### config.mk
export PLATFORM = sky130hd
export DESIGN_NAME = clock_div_multi
export DESIGN_NICKNAME = d
export VERILOG_FILES = /design/src/rtl/clock_div_multi.sv
export SDC_FILE = /design/constraint.sdc
export NUM_CORES = 1
export LEC_CHECK = 0
export CORE_MARGIN = 10
export CORE_UTILIZATION = 40
export CTS_CLUSTER_DIAMETER = 120
export CTS_CLUSTER_SIZE = 30
export DETAILED_ROUTE_END_ITERATION = 10
export SLEW_MARGIN = 0
export SYNTH_ARGS = -nofsm -noshare
export SYNTH_HDL_FRONTEND = slang
export SYNTH_SLANG_ARGS = --single-unit
### constraint.sdc
create_clock -name in -period 5.46 [get_ports in]
set_input_delay 1.365 -clock in [delete_from_list [all_inputs] [get_ports in]]
set_output_delay 1.365 -clock in [all_outputs]
set_load 0.02 [all_outputs]
### src/rtl/clock_div_multi.sv
// Multi-channel programmable clock divider: NUM_CH independent divided outputs with
// glitch-free divisor changes at period boundaries, clean per-channel stop and global sync.
module clock_div_multi #(
  parameter  int NUM_CH      = 4,
  parameter  int SIZE        = 8,
  parameter  int DEFAULT_DIV = 6,
  localparam int CHW         = (NUM_CH > 1) ? $clog2(NUM_CH) : 1
) (
  input  logic              in,
  input  logic              resetb,
  input  logic [NUM_CH-1:0] en,
  input  logic              sync,
  input  logic              cfg_valid,
  input  logic [CHW-1:0]    cfg_ch,
  input  logic [SIZE-1:0]   cfg_div,
  output logic              cfg_ready,
  output logic [NUM_CH-1:0] out,
  output logic [NUM_CH-1:0] tick,
  output logic [NUM_CH-1:0] running
);

  typedef enum logic [1:0] {
    ST_IDLE  = 2'd0,
    ST_RUN   = 2'd1,
    ST_DRAIN = 2'd2
  } state_t;

  // First count value of the high phase: high for the last div>>1 cycles.
  function automatic logic [SIZE-1:0] high_start(input logic [SIZE-1:0] d);
    return d - (d >> 1);
  endfunction

  logic [NUM_CH-1:0] w_cfg_hit;
  logic [NUM_CH-1:0] w_pending;

  // Out-of-range channel numbers match no channel, so they are accepted and dropped.
  always_comb begin
    cfg_ready = 1'b1;
    w_cfg_hit = '0;
    for (int i = 0; i < NUM_CH; i++) begin
      if (cfg_ch == CHW'(i)) begin
        cfg_ready    = !w_pending[i];
        w_cfg_hit[i] = cfg_valid && !w_pending[i];
      end
    end
  end

  for (genvar i = 0; i < NUM_CH; i++) begin : g_ch
    state_t          r_state, w_state_nxt;
    logic [SIZE-1:0] r_cnt, w_cnt_nxt;
    logic [SIZE-1:0] r_div, w_div_nxt;
    logic [SIZE-1:0] r_pend_div;
    logic            r_pending, w_pending_nxt;
    logic            r_out, w_out_nxt;
    logic            r_tick;
    logic            r_running;
    logic            w_active;
    logic            w_bound;
    logic            w_apply;

    always_comb begin
      w_state_nxt   = r_state;
      w_cnt_nxt     = r_cnt;
      w_div_nxt     = r_div;
      w_pending_nxt = r_pending;
      w_active      = (r_state != ST_IDLE);
      w_bound       = w_active && (r_cnt == r_div - SIZE'(1));
      // Pending value lands when idle, at a boundary, or on sync; a write accepted
      // this same cycle cannot coexist with a pending one, so it simply stays pending.
      w_apply       = r_pending && (!w_active || w_bound || sync);
      if (w_apply) begin
        w_div_nxt     = r_pend_div;
        w_pending_nxt = 1'b0;
      end
      if (w_cfg_hit[i]) w_pending_nxt = 1'b1;

      unique case (r_state)
        ST_IDLE: begin
          w_cnt_nxt = '0;
          if (en[i] && (w_div_nxt > SIZE'(1))) w_state_nxt = ST_RUN;
        end
        default: begin
          if (sync || w_bound) begin
            w_cnt_nxt = '0;
            if (!en[i] || (w_div_nxt < SIZE'(2)) || (sync && (r_state == ST_DRAIN)))
              w_state_nxt = ST_IDLE;
            else
              w_state_nxt = ST_RUN;
          end else begin
            w_cnt_nxt   = r_cnt + SIZE'(1);
            w_state_nxt = en[i] ? ST_RUN : ST_DRAIN;
          end
        end
      endcase

      w_out_nxt = (w_state_nxt != ST_IDLE) && (w_cnt_nxt >= high_start(w_div_nxt));
    end

    always_ff @(posedge in or negedge resetb) begin
      if (!resetb) begin
        r_state    <= ST_IDLE;
        r_cnt      <= '0;
        r_div      <= SIZE'(DEFAULT_DIV);
        r_pend_div <= '0;
        r_pending  <= 1'b0;
        r_out      <= 1'b0;
        r_tick     <= 1'b0;
        r_running  <= 1'b0;
      end else begin
        r_state    <= w_state_nxt;
        r_cnt      <= w_cnt_nxt;
        r_div      <= w_div_nxt;
        r_pending  <= w_pending_nxt;
        r_out      <= w_out_nxt;
        r_tick     <= w_out_nxt && !r_out;
        r_running  <= (w_state_nxt != ST_IDLE);
        if (w_cfg_hit[i]) r_pend_div <= cfg_div;
      end
    end

    assign w_pending[i] = r_pending;
    assign out[i]       = r_out;
    assign tick[i]      = r_tick;
    assign running[i]   = r_running;
  end

endmodule
==> results of run 1 <==
-- layout make-up --
cell class | count | share of cell area
Clock buffer | 25 | 0.0535
Sequential cell | 120 | 0.319
Multi-Input combinational cell | 584 | 0.502
Clock inverter | 7 | 0.00953
Timing Repair Buffer | 54 | 0.0506
Tap cell | 270 | 0.0357
Inverter | 75 | 0.0298
-- how the worst min path moves through the flow --
stage	from	endpoint	cells after the start
floorplan	g_ch[0].r_out$_DFF_PN0_	g_ch[0].r_tick$_DFF_PN0_	1
global route	g_ch[0].r_out$_DFF_PN0_	g_ch[0].r_tick$_DFF_PN0_	1
CTS	g_ch[0].r_out$_DFF_PN0_	g_ch[0].r_tick$_DFF_PN0_	1
detailed placement	g_ch[0].r_out$_DFF_PN0_	g_ch[0].r_tick$_DFF_PN0_	1
global placement	g_ch[0].r_out$_DFF_PN0_	g_ch[0].r_tick$_DFF_PN0_	1
finish	g_ch[0].r_out$_DFF_PN0_	g_ch[0].r_tick$_DFF_PN0_	1
-- through the flow --
stage / power, W / hold WS [ns] / instance area [sq um]
after floorplan: 0.00378 / 0.406 / 8170
after global placement: 0.00449 / 0.415 / 8830
after detailed placement: 0.00453 / 0.423 / 8830
after CTS: 0.00570 / 0.430 / 9420
after global routing: 0.00626 / 0.461 / 9450
final: 0.00567 / 0.424 / 9450
-- worst reg2reg max path, stage by stage (launching register included) --
cell and delay (ns):
dfrtp_2 0.46, inv_1 0.08, ha_1 0.20, or3b_1 0.37, or4_1 0.49, a2111oi_2 0.42, o211ai_1 0.20, and3_1 0.24
a311oi_2 0.27, inv_1 0.13, ha_1 0.23, fa_1 0.46, ha_1 0.29, a21o_1 0.16, a21o_1 0.17, a211oi_1 0.23
o21bai_1 0.10, a21o_1 0.19, a21oi_2 0.18, a211oi_1 0.07
-- flip-flops by register name (all words and copies together) (netlist names) --
signal and count:
g_ch.r_out 4, g_ch.r_tick 4, g_ch.r_cnt 32, g_ch.r_pending 4, g_ch.r_pend_div 32, g_ch.r_running 4
g_ch.r_state 8, g_ch.r_div 32
-- cell usage after synthesis, drive strengths merged, types with 4 or more instances --
cell      n  share of area
nor2b    12         0.0092
o21bai    7         0.0064
a31oi     6         0.0046
or2       7         0.0054
mux2i    18          0.025
a21o     18          0.017
and3     11         0.0084
ha       96           0.15
xor2     42          0.045
nor2     62          0.028
o21ai    26          0.016
or3       9         0.0069
nand2    23          0.012
nand4     6         0.0046
o211ai    6         0.0055
o21a      7         0.0066
nand3    27          0.017
inv      75          0.034
nand2b   13         0.0099
clkbuf   11         0.0051
buf      14          0.013
dfrtp   112           0.34
nor3     11         0.0067
dfstp     8          0.026
or4       5         0.0046
fa        4         0.0098
mux2     43          0.059
xnor2    38          0.041
a21oi    33          0.020
-- metal layers --
metal / routed length [um] / vias up / share of wire
met5: 0 / - / 0
met4: 241 / 0 / 0.013
met3: 479 / 19 / 0.027
met2: 8670 / 79 / 0.48
met1: 8530 / 2721 / 0.48
li1: - / 2897 / -
-- power by group --
| group | switching, W | leakage, nW | internal (W) | total [W] |
|---|---|---|---|---|
| registers | 0.000275 | 1.51 | 0.00115 | 0.00142 |
| logic | 0.00165 | 2.66 | 0.00147 | 0.00312 |
| clock network | 0.000396 | 0.289 | 0.000730 | 0.00113 |
-- what timing repair did --
action                     4_1_cts  5_1_grt
resized for setup                0        4
buffers inserted                 0        3
setup endpoints to repair        0        2
-- cell families after synthesis --
| logic type | count (synthesis) | synth area share |
|---|---|---|
| compound gates | 138 | 0.118 |
| xor+xnor | 80 | 0.0857 |
| fa+ha+maj | 101 | 0.158 |
| buf+inv | 100 | 0.0525 |
| flops | 120 | 0.369 |
| mux | 62 | 0.0871 |
| simple gates | 203 | 0.130 |
==> metrics.md, run 1 <==
| Metric | Value |
|---|---|
| Status | `finished, final reports clean` |
| Part of the Yosys area used for sequential elements | `0.369` |
| Net Count, Synth | `922` |
| Tightest Pin Transition | `approximately 1.2 ns` |
| Peak supply drop | `0.287 mV` |
| Clk Latency, worst-skew pair | `0.42 ns` |
| Final Max Tran Viols | `0` |
| Hold crit path type | `reg -> reg` |
| Clock Path Buffers | `2` |
| First-pass GRT wire length | `slightly above 30000 um` |
| Initial Utilization | `0.405` |
| CTS H-tree lvls | `4` |
| R2R Path End | `g_ch[0].r_tick$_DFF_PN0_` |
| R2r startpoint | `g_ch[0].r_div[0]$_DFF_PN0_` |
| Post-route setup slack | `0.400 ns` |
| RSZ-0062 raised after global routing | `false` |
| Max frequency | `0.198 GHz` |
| Post-Synthesis Cells | `between 800 and 900` |
| CP peak stage delay | `a little under 0.5 ns` |
| Power per cell area | `roughly 600 nW/um^2` |
| Multi-input gate area in the final layout | `4750 sq um` |
| Async S/R FF share, synth | `1.00` |
| Reg clk slew, reported paths | `around 0.05 ns` |
| Dpl cells | `1100` |
| Leading cell type in the layout, fill and taps excluded | `dfrtp_1` |
| Vias in the first global route | `between 5000 and 6000` |
| Final Net Count | `slightly below 1000` |
| CP bufs+invs | `2` |
| Gp weighted congestion | `approximately 0.84` |
| DRC | `0` |
| 1st-iter DRT viols | `approximately 220` |
| Min Clock Period, post-route | `a little over 5 ns` |
| Syn Area/Cell | `approximately 10 sq um` |
| Place WS | `about 0.14 ns` |
| Period utilization | `0.927` |
| Fillcell total | `about 1900` |
| Gr busiest metal | `met2` |
| Post-route ant nets | `0` |
| Sequential Area | `between 3000 and 4000 sq um` |
| Arrival @ worst endpoint | `roughly 5.4 ns` |
| Clk sink count | `120` |
| Antenna diodes | `0` |
| GR Util met1 | `0.182` |
| Die H | `~160 um` |
| CTS Hold Bufs | `0` |
| Worst slew margin | `0.201` |
| Final WL | `around 18000 um` |
| Non-filler instance count after layout | `about 1100` |
| Flop2flop setup slack | `approximately 0.40 ns` |
| Crit-path slowest cell | `or4_1` |
| Hold Vio Cnt, Final | `0` |
| Most frequent cells in the layout | `dfrtp_1, ha_1, inv_1` |
| Largest net degree at the start of global routing | `73` |
| CP endpoint kind | `register` |
| Top_reg_cell synth | `dfrtp_1` |
| Total track usage | `0.142` |
| Final core utilization | `0.469` |
| Setup TNS | `0 ns` |
| Post-synth EDFFs | `0` |
| Vias | `between 5000 and 6000` |
| TritonCTS clock tree | `yes` |
| Worst-path cell chain | `inv_1 > ha_1 > or3b_1 > or4_1 > a2111oi_2 > o211ai_1 > and3_1 > a311oi_2 > inv_1 > ha_1 > fa_1 > ha_1 > a21o_1 > a21o_1 > a211oi_1 > o21bai_1 > a21o_1 > a21oi_2 > a211oi_1` |
| Worst r2r path cells | `19` |
| Post-synth cell types | `between 70 and 80` |
| CP Max Fanout | `6` |
| Initial antenna violation count | `0` |
| Core area | `around 20000 sq um` |
| Io pins | `31` |
| Detailed placer's ending HPWL | `between 10000 and 15000 um` |
| Count of final setup violators | `0` |
| Die width | `about 160 um` |
| Critical path class | `reg -> reg` |
| Synthesized area | `8170 sq um` |
| DR WL/cell | `~16 um` |
| Max Cap Viol | `0` |
| Layout cells sized above 1 | `0.155` |
| Worst Path Required | `around 5.8 ns` |
| Clock root buffer | `clkbuf_16` |
| Met3 usage | `0.0321` |
| Final Skew | `~0.0059 ns` |
| Yosys reg bits | `120` |
| Critical path endpoint | `g_ch[0].r_tick$_DFF_PN0_` |
| Critical path depth | `19` |
| Leakage | `4.46 nW` |
| Worst setup startpoint | `g_ch[0].r_div[0]$_DFF_PN0_` |
| IO Port Bufs | `30` |
| Nature of the critical path startpoint | `register` |
| Worst path top cell family by delay | `compound AO/OA/AOI/OAI gates` |
| Synth warn | `0` |
| Routed vias/inst | `5.04` |
| Syn-to-layout area delta | `15.6%` |
| CTS buffer count | `17` |
| Placement Rows | `52` |
| GR Layer Usage met2 | `0.234` |
| Die area | `26600 sq um` |
| Global route total overflow | `0` |
| Pre-antenna DRT Iters | `4` |
Power figures use the tool's default switching activity.
==> inputs of run 2 (changes only) <==
--- a/config.mk
+++ b/config.mk
@@ -10,6 +10,7 @@
 export CTS_CLUSTER_DIAMETER = 120
 export CTS_CLUSTER_SIZE = 30
 export DETAILED_ROUTE_END_ITERATION = 10
+export SKIP_CTS_REPAIR_TIMING = 1
 export SLEW_MARGIN = 0
 export SYNTH_ARGS = -nofsm -noshare
 export SYNTH_HDL_FRONTEND = slang
==> results of run 2 <==
Same layout as run 1: the final DEF is identical, and so are final timing and power.
